==> src/rtl/sc_pointbcd_pkg.sv <==
// Shared constants and FSM encoding for the point-counter BCD converter.
package sc_pointbcd_pkg;

    localparam int unsigned BCD_DIGIT_W = 4;

    // Digits at or above this value get +3 before each shift
    localparam logic [3:0] ADD3_THRESHOLD = 4'd5;

    localparam logic [1:0] STATE_IDLE    = 2'd0;
    localparam logic [1:0] STATE_CONVERT = 2'd1;
    localparam logic [1:0] STATE_LATCH   = 2'd2;

    typedef enum logic [1:0] {
        StIdle    = STATE_IDLE,
        StConvert = STATE_CONVERT,
        StLatch   = STATE_LATCH
    } pointbcd_state_e;

endpackage

==> src/rtl/sc_bcd_add3.sv <==
// Single-digit double-dabble corrector: adds 3 to a BCD digit of 5 or more.
module sc_bcd_add3
    import sc_pointbcd_pkg::*;
(
    input  logic [BCD_DIGIT_W-1:0] digit_i,
    output logic [BCD_DIGIT_W-1:0] digit_o
);

    // Pre-shift correction so the following doubling carries into the next digit
    always_comb begin
        digit_o = digit_i;
        if (digit_i >= ADD3_THRESHOLD) begin
            digit_o = digit_i + 4'd3;
        end
    end

endmodule

==> src/rtl/sc_pointbcd.sv <==
// Iterative binary-to-BCD converter watching the point counter output.
// One shift per clock; results are latched only once complete.
module sc_pointbcd
    import sc_pointbcd_pkg::*;
#(
    parameter int unsigned POINTBCD_DATAWIDTH = 8,
    parameter int unsigned POINTBCD_DIGITS    = 3
) (
    input  logic                                   SC_POINTBCD_CLOCK_50,
    input  logic                                   SC_POINTBCD_RESET_InHigh,
    input  logic [POINTBCD_DATAWIDTH-1:0]          SC_POINTBCD_data_InBUS,
    output logic [BCD_DIGIT_W*POINTBCD_DIGITS-1:0] SC_POINTBCD_bcd_OutBUS,
    output logic                                   SC_POINTBCD_valid_Out,
    output logic                                   SC_POINTBCD_done_OutLow
);

    localparam int unsigned BcdW = BCD_DIGIT_W * POINTBCD_DIGITS;
    localparam int unsigned CntW = $clog2(POINTBCD_DATAWIDTH + 1);
    localparam logic [CntW-1:0] LastCnt = CntW'(POINTBCD_DATAWIDTH - 1);

    pointbcd_state_e                state_q, state_d;
    logic [POINTBCD_DATAWIDTH-1:0]  last_q, last_d;
    logic [POINTBCD_DATAWIDTH-1:0]  shift_q, shift_d;
    logic [BcdW-1:0]                scratch_q, scratch_d;
    logic [BcdW-1:0]                scratch_corr;
    logic [CntW-1:0]                cnt_q, cnt_d;
    logic                           force_q, force_d;
    logic [BcdW-1:0]                bcd_q, bcd_d;
    logic                           valid_q, valid_d;
    logic                           done_q, done_d;

    for (genvar g = 0; g < POINTBCD_DIGITS; g++) begin : g_add3
        sc_bcd_add3 u_add3 (
            .digit_i (scratch_q[g*BCD_DIGIT_W +: BCD_DIGIT_W]),
            .digit_o (scratch_corr[g*BCD_DIGIT_W +: BCD_DIGIT_W])
        );
    end

    // Next-state: capture on change, shift-add-3 per cycle, then publish result
    always_comb begin
        state_d   = state_q;
        last_d    = last_q;
        shift_d   = shift_q;
        scratch_d = scratch_q;
        cnt_d     = cnt_q;
        force_d   = force_q;
        bcd_d     = bcd_q;
        valid_d   = valid_q;
        done_d    = 1'b1;
        unique case (state_q)
            StIdle: begin
                if ((SC_POINTBCD_data_InBUS != last_q) || force_q) begin
                    shift_d   = SC_POINTBCD_data_InBUS;
                    last_d    = SC_POINTBCD_data_InBUS;
                    scratch_d = '0;
                    cnt_d     = '0;
                    force_d   = 1'b0;
                    valid_d   = 1'b0;
                    state_d   = StConvert;
                end
            end
            StConvert: begin
                {scratch_d, shift_d} = {scratch_corr, shift_q} << 1;
                cnt_d = cnt_q + 1'b1;
                if (cnt_q == LastCnt) begin
                    state_d = StLatch;
                end
            end
            StLatch: begin
                bcd_d   = scratch_q;
                valid_d = 1'b1;
                done_d  = 1'b0;
                state_d = StIdle;
            end
            default: state_d = StIdle;
        endcase
    end

    // State and output registers; reset aborts any conversion in flight
    always_ff @(posedge SC_POINTBCD_CLOCK_50) begin
        if (SC_POINTBCD_RESET_InHigh) begin
            state_q   <= StIdle;
            last_q    <= '0;
            shift_q   <= '0;
            scratch_q <= '0;
            cnt_q     <= '0;
            force_q   <= 1'b1;
            bcd_q     <= '0;
            valid_q   <= 1'b0;
            done_q    <= 1'b1;
        end else begin
            state_q   <= state_d;
            last_q    <= last_d;
            shift_q   <= shift_d;
            scratch_q <= scratch_d;
            cnt_q     <= cnt_d;
            force_q   <= force_d;
            bcd_q     <= bcd_d;
            valid_q   <= valid_d;
            done_q    <= done_d;
        end
    end

    assign SC_POINTBCD_bcd_OutBUS  = bcd_q;
    assign SC_POINTBCD_valid_Out   = valid_q;
    assign SC_POINTBCD_done_OutLow = done_q;

endmodule

==> config.mk <==
export PLATFORM = sky130hd
export DESIGN_NAME = sc_pointbcd
export DESIGN_NICKNAME = d
export VERILOG_FILES = /design/src/rtl/sc_pointbcd_pkg.sv /design/src/rtl/sc_bcd_add3.sv /design/src/rtl/sc_pointbcd.sv
export SDC_FILE = /design/constraint.sdc
export NUM_CORES = 1
export LEC_CHECK = 0
export CORE_UTILIZATION = 32
export CTS_CLUSTER_SIZE = 24
export DETAILED_ROUTE_END_ITERATION = 10
export PLACE_DENSITY_LB_ADDON = 0.15
export SYNTH_ARGS = -nofsm -noshare
export SYNTH_HDL_FRONTEND = slang
export SYNTH_HIERARCHICAL = 1
export SYNTH_SLANG_ARGS = --single-unit
==> constraint.sdc <==
create_clock -name SC_POINTBCD_CLOCK_50 -period 1.5 [get_ports SC_POINTBCD_CLOCK_50]
set_clock_uncertainty 0.05 [all_clocks]
set_input_delay 0.225 -clock SC_POINTBCD_CLOCK_50 [delete_from_list [all_inputs] [get_ports SC_POINTBCD_CLOCK_50]]
set_output_delay 0.225 -clock SC_POINTBCD_CLOCK_50 [all_outputs]
set_load 0.03 [all_outputs]
Word-level counts from Yosys, hierarchy flattened --
Cells that the tools add are included.
Word-level totals: output and inout bits 14, memory bits (writable) 0, memories kept 0, logic and storage cells 45, flip-flop bits (word level) 49, bits of input ports 10, memory bits (read-only) 0, bits in latches 0
Cells by class: order comparisons 3, shifts and indexed selects 0, bitwise logic cells 0, divide/modulo/power cells 0, $add $sub $neg 4, reduce and logical (&&, ||, !) cells 8, muxes and demuxes 15, multipliers 0, equal/unequal tests 6
Operator list (number):
- $pmux 12 s2 | 1
- $pmux 8 s2 | 1
- $ge 4x3->1 const B | 3
- $mux 12 | 1
- $mux 4 | 3
- $add 4x2->4 const B | 2
- $mux 8 | 1
- $ne 8x8->1 | 1
- $pmux 4 s2 | 1
- $reduce_and 2->1 | 4
- $add 4x1->4 const B | 1
- $eq 4x3->1 const B | 1
- $mux 2 | 2
- $ne 2x2->1 const B | 2
- $pmux 2 s2 | 1
- $reduce_bool 2->1 | 2
- $add 3x2->3 const B | 1
- $mux 3 | 1
- $eq 2x1->1 const B | 1
- $eq 2x2->1 const B | 1
- $logic_not 2->1 | 1
- $mux 1 | 2
- $pmux 1 s2 | 1
- $logic_or 1x1->1 | 1

Longest topological paths before layout --
Gate-level depths: netlist (run 1).
word-level depth 4, mapped depth 7, mapped depth without buffers 7

Hierarchy --
Netlist (run 1), hierarchy kept.
Modules (own cells, without submodules):
- sc_pointbcd | times used 1, area an instance 2213.4 um2, seq. area each 980.9 um2, cells an instance 261
- sc_bcd_add3 | times used 3, area an instance 101.3 um2, seq. area each 0.0 um2, cells an instance 16

Worst setup path before layout (run 1) --
OpenSTA, ideal clock, no wires.
kind reg-to-reg, from register last_q[6], to register shift_q[1], library setup time 0.119 ns, path buffers 0, cell stages (with the launch flop) 5, period minus slack after synthesis 1.586 ns, data arrival time 1.417 ns, path slack -0.086 ns, required time 1.331 ns, path through dfxtp_1 -> xor2_1 -> nor4_4 -> a41oi_4 -> o221a_1
Between the ends: longest elaborated chain between the ends 4
RTL lines:
- from (decl) | RTL line sc_pointbcd.sv:22 | logic [POINTBCD_DATAWIDTH-1:0] last_q, last_d;
- from (signal assigned) | RTL line sc_pointbcd.sv:93 | last_q <= last_d;
- $ne 8x8->1 | RTL line sc_pointbcd.sv:52 | if ((SC_POINTBCD_data_InBUS != last_q) || force_q) begin
- $logic_or 1x1->1 | RTL line sc_pointbcd.sv:52
- $ne 2x2->1 (no line)
- $reduce_and 2->1 (no line)
- to (signal assigned) | RTL line sc_pointbcd.sv:94 | shift_q <= shift_d;
- to (decl) | RTL line sc_pointbcd.sv:23 | logic [POINTBCD_DATAWIDTH-1:0] shift_q, shift_d;
No other way between the ends. A chain may end at the register's enable or synchronous reset.

Worst setup path after layout (run 1) --
from register last_q[7], to register shift_q[2]
The elaborated chain is that of the path after synthesis.

==> results.ini, run 1 <==
[power_and_ir_drop]
power_density_nw_per_um2 = 768
ir_worst_vdd_v = 0.000342
power_mw = 2.56
leakage_nw = 1.33

[outcome]
outcome = finished with violations
violations = setup timing

[sta]
setup_viol = 28
setup_ws_ps = -96.2
fmax_mhz = 626
final.period_utilization = 1.06
rsz0062_at_grt = yes
slew_headroom = 0.786
worstMarginPinSlew_ps = 318
hold_viol = 0
slew_viol_final = 0
fin_tns_setup_ps = -1390
final.min_clock_period_ps = 1600

[place]
dp_hpwl_um = 4480
place.gp.congestion = 0.785
dp.cells = 449
port-buffer-count = 23
post_dp_cell_area_um2 = 3130

[layout]
fin_cells = 462
fin_nets = 380
layout_commonest_cell = nand2_1
synthToLayoutAreaGrowth_pct = 33.5
finish.utilization = 0.450
drive_gt1_frac = 0.218
layout_common_cells = 51 x nand2_1, 46 x dfxtp_1, 41 x buf_4
final_area_um2 = 3330
diodes = 0

[clock_network]
ctsHoldBuffers = 0
cts_root_buf = clkbuf_8
cts_tree = done
clock-sinks = 49
cts_buffers = 5
clk-insertion-delay-late_ps = 310
clk_pin_slew_ps = 80
h-tree-depth = 2
clock_path_buffers = 2

[logic_synthesis]
synthCells = 305
syn-cell-area_um2 = 2500
yosys_warnings = 6
synth_nets = 322
avgSynthCellArea_um2 = 8.19

[routing]
vias_per_cell = 5.00
wl_per_cell_um = 13.8
first_pass_iters = 4
routed_wl_um = 6370
drt_iter0_drc = 119
drc_errors = 0
ant_nets = 0
vias = 2311

[global_routing]
antenna_found_initial = 0
grt_pass1_wl_um = 10900
grt_pass1_vias = 2189
track_usage = 0.164
grt_max_degree = 28
grt_overflow = 0

[hold_path]
hold_path.class = reg -> reg

[die]
fp-row-count = 31
die_w_um = 90.3
die_h_um = 90.3
fp.dieArea_um2 = 8160
initial_utilization = 0.337
num_io_pins = 24
core_um2 = 7410

[setup_path]
cp-end-kind = flip-flop
arrival_ps = 1750
required_ps = 1650
critPathMaxFanout = 8
r2r_slack_ps = -100
criticalPathCategory = reg -> reg
startpoint_type = flip-flop

[job]
cap_viol_max_count = 0

==> worst max-delay path, stage by stage, from the launching register on <==
cell     delay (ps)
dfxtp_2         340
xor2_2          190
nor4_4          260
buf_4           180
a41oi_4         170
o221a_1         300
==> registers in the layout, summed over array words and instances (netlist names) <==
register                 cells
scratch_q                   12
SC_POINTBCD_bcd_OutBUS      12
force_q                      1
last_q                       8
SC_POINTBCD_valid_Out        1
SC_POINTBCD_done_OutLow      1
state_q                      2
cnt_q                        4
shift_q                      8
==> what timing repair did <==
action                                  CTS  global route
pin swaps                                11            17
endpoints found under the setup margin   43            29
buffers inserted                          3             5
gates resized for setup                  26            10
==> metal layers <==
| layer | track usage | share of wire |
|---|---|---|
| met5 | 0 | 0 |
| met4 | 0.0565 | 0.013 |
| met3 | 0.0227 | 0.029 |
| met2 | 0.240 | 0.44 |
| met1 | 0.244 | 0.52 |
==> path summary, 6_finish.rpt <==
check | from | to | cells past startpoint
worst max-delay path | last_q[7] | shift_q[2] | 5
worst min-delay path | force_q | force_q | 2
worst max register to register | last_q[7] | shift_q[2] | 5
worst min register to register | force_q | force_q | 2
==> power breakdown <==
group,internal [mW],switching (mW),leakage [nW],total (mW)
Clock,0.367,0.441,0.0443,0.808
Combinational,0.180,0.202,0.885,0.382
Sequential,1.34,0.0301,0.401,1.37
Total,1.89,0.673,1.33,2.56
==> stage by stage <==
stage,hold slack [ps],setup slack (ps)
2_1_floorplan,303,-80.9
3_3_place_gp,389,-541
3_5_place_dp,395,-602
4_1_cts,408,-123
5_1_grt,439,-193
6_report,398,-96.2
==> cell type report <==
type | count | area [um^2]
Multi-Input combinational cell | 229 | 1500
Inverter | 8 | 30.0
Clock buffer | 7 | 86.3
Timing Repair Buffer | 70 | 613
Sequential cell | 49 | 985
Fill cell | 749 | 4070
Tap cell | 99 | 124
Power figures use the tool's default switching activity.
==> inputs of run 2 (changes only) <==
--- a/config.mk
+++ b/config.mk
@@ -5,7 +5,7 @@
 export SDC_FILE = /design/constraint.sdc
 export NUM_CORES = 1
 export LEC_CHECK = 0
-export CORE_UTILIZATION = 32
+export CORE_UTILIZATION = 45
 export CTS_CLUSTER_SIZE = 24
 export DETAILED_ROUTE_END_ITERATION = 10
 export PLACE_DENSITY_LB_ADDON = 0.15
==> run 2 against run 1 <==
Net effect:
- worst hold slack got worse by 88 ps
- the flow still finishes with violations (setup timing)
- critical path type unchanged
- die area shrank 28%
- global-route usage rose by 6.5 points
- register-to-register slack about the same
- sequential share of layout area is 0.50 points higher
- non-clock buffer count up 3
- clock power down 1%
- critical path depth unchanged
==> results.ini, run 2 (synthesis gave the netlist of run 1 again) <==
[outcome]
outcome = finished with violations
violations = setup timing

[clock_network]
clock_path_buffers = 2
clock-sinks = 49
cts_buffers = 5
clk_pin_slew_ps = 90
clk-insertion-delay-late_ps = 300
ctsHoldBuffers = 0
cts_tree = done
cts_root_buf = clkbuf_8
h-tree-depth = 2

[power_and_ir_drop]
power_density_nw_per_um2 = 768
leakage_nw = 1.39
ir_worst_vdd_v = 0.000557

[place]
dp_slack_ps = -545
dp_hpwl_um = 4280
place.gp.congestion = 0.817
port-buffer-count = 23
dp.cells = 424
post_dp_cell_area_um2 = 3120

[sta]
final.period_utilization = 1.06
slew_headroom = 0.790
worstMarginPinSlew_ps = 315
slew_viol_final = 0
setup_viol = 17
setup_ws_ps = -92.4
rsz0062_at_grt = yes
fmax_mhz = 628
hold_viol = 0
final.min_clock_period_ps = 1590

[setup_path]
worstRegToRegCells = 5
rr_startpoint = last_q[3]
path_buf_inv = 1
cp-end-kind = flip-flop
required_ps = 1640
cp_slowest_cell = dfxtp_2
arrival_ps = 1730
crit_chain = xor2_2 -> nor4_4 -> buf_4 -> a41oi_4 -> o221a_1
critPathMaxFanout = 8
cp_slowest_stage_delay_ps = 340
startpoint_type = flip-flop
criticalPathCategory = reg -> reg
startpoint = last_q[3]
path_depth = 5
cpLargestDelayFamily = compound AO/OA/AOI/OAI gates

[layout]
nFillCells = 482
fin_nets = 383
layout_commonest_cell = nand2_1
diodes = 0
final_area_um2 = 3300
seq_area_um2 = 992
multiInputGateArea_um2 = 1480
fin_cells = 436
layout_common_cells = 51 x nand2_1, 45 x buf_4, 40 x dfxtp_1
synthToLayoutAreaGrowth_pct = 32.3
drive_gt1_frac = 0.235

[global_routing]
grt_pass1_vias = 2235
antenna_found_initial = 0
track_usage = 0.229
grt_pass1_wl_um = 10600
grt_max_degree = 30
grt_overflow = 0

[routing]
maxUsedRoutingLayer = met4
met2WireLength_um = 2850
wl_per_cell_um = 14.4
drt_iter0_drc = 137
vias_per_cell = 5.39
drt-met1-wl_um = 3190
ant_nets = 0
drc_errors = 0
first_pass_iters = 4
vias = 2348
dr_wl_met3_um = 137
routed_wl_um = 6260

[die]
core_um2 = 5240
die_w_um = 76.5
die_h_um = 76.5
fp-row-count = 26
num_io_pins = 24
fp.dieArea_um2 = 5850
initial_utilization = 0.477

[hold_path]
min_path_cells = 4
min_from = SC_POINTBCD_data_InBUS[4]
hold_path.class = in -> reg

[job]
cap_viol_max_count = 0

[run 2: cell count changes in the layout (fill, tap and decap cells not counted), moves of 2 or more]
cell             before  now
dfxtp_1              46   40
dfxtp_2               3    9
dlymetal6s2s_1        0    5
buf_4                41   45
clkdlybuf4s50_1       5    1
a2bb2oi_1             0    3
a2bb2oi_2             3    0
a21oi_1              32   34
a21oi_2               6    4
[run 2: worst reg2reg max path, cell delays in order, from the launching register on]
cell and delay [ps]:
dfxtp_2 340, xor2_2 180, nor4_4 270, buf_4 180, a41oi_4 160, o221a_1 310
[run 2: path summary, 6_finish.rpt]
path	to	slack, ps
max	shift_q[5]	-90
min	last_q[4]	310
max reg2reg	shift_q[5]	-90
min reg2reg	SC_POINTBCD_bcd_OutBUS[3]	410
[run 2: routing by layer]
metal,vias up,global-route usage
li1,1184,-
met1,1129,0.324
met2,28,0.351
met3,7,0.0335
met4,0,0.0865
met5,-,0
[run 2: final cells by class]
type,count,share of cell area
Multi-Input combinational cell,229,0.446
Sequential cell,49,0.300
Timing Repair Buffer,73,0.192
Tap cell,70,0.0265
Clock buffer,7,0.0261
Inverter,8,0.00909
[run 2: what timing repair did]
item                       CTS  global route
setup endpoints to repair   43            33
setup buffers                2             4
pin swaps                    5            13
resized for setup           22            21
[run 2: where the power goes]
part           internal, mW  leakage [nW]  switching (mW)
combinational         0.172         0.941           0.197
sequential             1.34         0.404          0.0305
clock                 0.367        0.0443           0.429
[run 2: per-stage QoR]
stage | utilization | total power, mW | hold WS (ps) | TNS [ps]
floorplan | - | 1.58 | 303 | -471
global placement | 0.595 | 1.74 | 391 | -12620
detailed placement | 0.595 | 1.74 | 397 | -12940
CTS | 0.615 | 2.54 | 406 | -908
global route | 0.631 | 2.65 | 306 | -2240
finish | 0.631 | 2.54 | 310 | -765
==> inputs of run 3 (changes only) <==
--- a/config.mk
+++ b/config.mk
@@ -9,6 +9,7 @@
 export CTS_CLUSTER_SIZE = 24
 export DETAILED_ROUTE_END_ITERATION = 10
 export PLACE_DENSITY_LB_ADDON = 0.15
+export SETUP_SLACK_MARGIN = 0.05
 export SYNTH_ARGS = -nofsm -noshare
 export SYNTH_HDL_FRONTEND = slang
 export SYNTH_HIERARCHICAL = 1
==> run 3 against run 2 <==
Net effect:
- the flow still finishes with violations (setup timing)
- register-to-register slack barely moved
- total power is 7.7% higher
- non-clock buffer count is 3 lower
- highest routed layer unchanged
- largest cell class unchanged
- wire length rose by 0.64%
==> results.ini, run 3 (synthesis gave the netlist of run 1 again) <==
[clock_network]
clk-insertion-delay-late_ps = 300
cts_tree = done
ctsHoldBuffers = 0
h-tree-depth = 2
cts_root_buf = clkbuf_8
cts_buffers = 5
clk_pin_slew_ps = 90
clock-sinks = 49
clock_path_buffers = 2

[power_and_ir_drop]
switching_share = 0.244
switchingPower_mw = 0.666
power_density_nw_per_um2 = 808
comb_power_share = 0.140
leakage_nw = 1.39
p_int_mw = 2.07
ir_worst_vdd_v = 0.000540
power_mw = 2.73
seq_power_share = 0.502
pwr-share-clk = 0.357

[die]
initial_utilization = 0.477
die_w_um = 76.5
core_um2 = 5240
fp.dieArea_um2 = 5850
die_h_um = 76.5
num_io_pins = 24
fp-row-count = 26

[sta]
worstMarginPinSlew_ps = 334
final.period_utilization = 1.05
slew_viol_final = 0
setup_viol = 15
hold_viol = 0
fmax_mhz = 633
final.min_clock_period_ps = 1580
setup_ws_ps = -79.0
hold_ws_ps = 296
slew_headroom = 0.777
rsz0062_at_grt = yes

[global_routing]
track_usage = 0.220
grt_pass1_wl_um = 10400
grt_pass1_vias = 2175
antenna_found_initial = 0
grt_max_degree = 23
grt_overflow = 0

[routing]
ant_nets = 0
wl_per_cell_um = 14.5
first_pass_iters = 4
drc_errors = 0
vias_per_cell = 5.33
vias = 2315
routed_wl_um = 6300
drt_iter0_drc = 133

[place]
dp.cells = 421
port-buffer-count = 23
dp_hpwl_um = 4160
place.gp.congestion = 0.830

[setup_path]
rr_startpoint = last_q[7]
cp_slowest_stage_delay_ps = 340
cp_slowest_cell = dfxtp_2
startpoint = last_q[7]
required_ps = 1640
cp-end-kind = flip-flop
path_buf_inv = 1
criticalPathCategory = reg -> reg
arrival_ps = 1720
crit_chain = xor2_2 -> nor4_4 -> buf_6 -> a41oi_4 -> o221a_1
startpoint_type = flip-flop
cpLargestDelayFamily = compound AO/OA/AOI/OAI gates
critPathMaxFanout = 8

[layout]
synthToLayoutAreaGrowth_pct = 35.4
layout_common_cells = 51 x nand2_1, 41 x dfxtp_1, 40 x buf_4
drive_gt1_frac = 0.247
diodes = 0
finish.utilization = 0.645
fin_cells = 434
layout_commonest_cell = nand2_1
fin_nets = 380

[job]
cap_viol_max_count = 0

[outcome]
outcome = finished with violations
violations = setup timing

[hold_path]
hold_path.class = in -> reg
min_from = SC_POINTBCD_data_InBUS[4]

run 3: timing repair:
action                                  in CTS  in global routing
pin swaps                                   13                 15
cloned                                       1                  1
gates resized for setup                     32                 26
endpoints found under the setup margin      43                 33
setup buffers                                2                  2
run 3: final cells by class:
type / count / area, um^2
clock buffer: 7 / 86.3
clock inverter: 1 / 30.0
fill: 459 / 1860
inverter: 8 / 32.5
multi-input combinational: 229 / 1530
sequential: 49 / 991
tap: 70 / 87.6
timing repair buffer: 70 / 619
run 3: worst paths after layout:
path | to | slack (ps) | cells after the start
worst max-delay path | shift_q[2] | -80 | 5
worst max register to register | shift_q[2] | -80 | 5
worst min-delay path | last_q[4] | 300 | 4
worst min register to register | force_q | 410 | 2
run 3: worst reg2reg max path, cell delays in order (launching register included):
cell	delay (ps)
dfxtp_2	340
xor2_2	150
nor4_4	280
buf_6	170
a41oi_4	170
o221a_1	300
run 3: metal layers:
| metal | global-route usage | up-vias | part of all wire |
|---|---|---|---|
| li1 | - | 1196 | - |
| met1 | 0.306 | 1081 | 0.49 |
| met2 | 0.351 | 34 | 0.46 |
| met3 | 0.0299 | 4 | 0.036 |
| met4 | 0.0692 | 0 | 0.0054 |
| met5 | 0 | - | 0 |
run 3: power groups by stage:
stage | combinational [mW] | clock [mW] | sequential, mW
2_1_floorplan | 0.191 | 0 | 1.39
3_3_place_gp | 0.334 | 0 | 1.40
3_5_place_dp | 0.338 | 0 | 1.40
4_1_cts | 0.368 | 1.01 | 1.37
5_1_grt | 0.414 | 1.04 | 1.38
6_report | 0.383 | 0.977 | 1.37
run 3: through the flow:
stage          setup TNS [ps]  setup slack (ps)  area [um^2]
2_1_floorplan            -514             -79.8         2510
3_3_place_gp           -11420              -493         3080
3_5_place_dp           -11950              -512         3080
4_1_cts                  -788              -115         3280
5_1_grt                 -1740              -118         3380
6_report                 -613             -79.0         3380
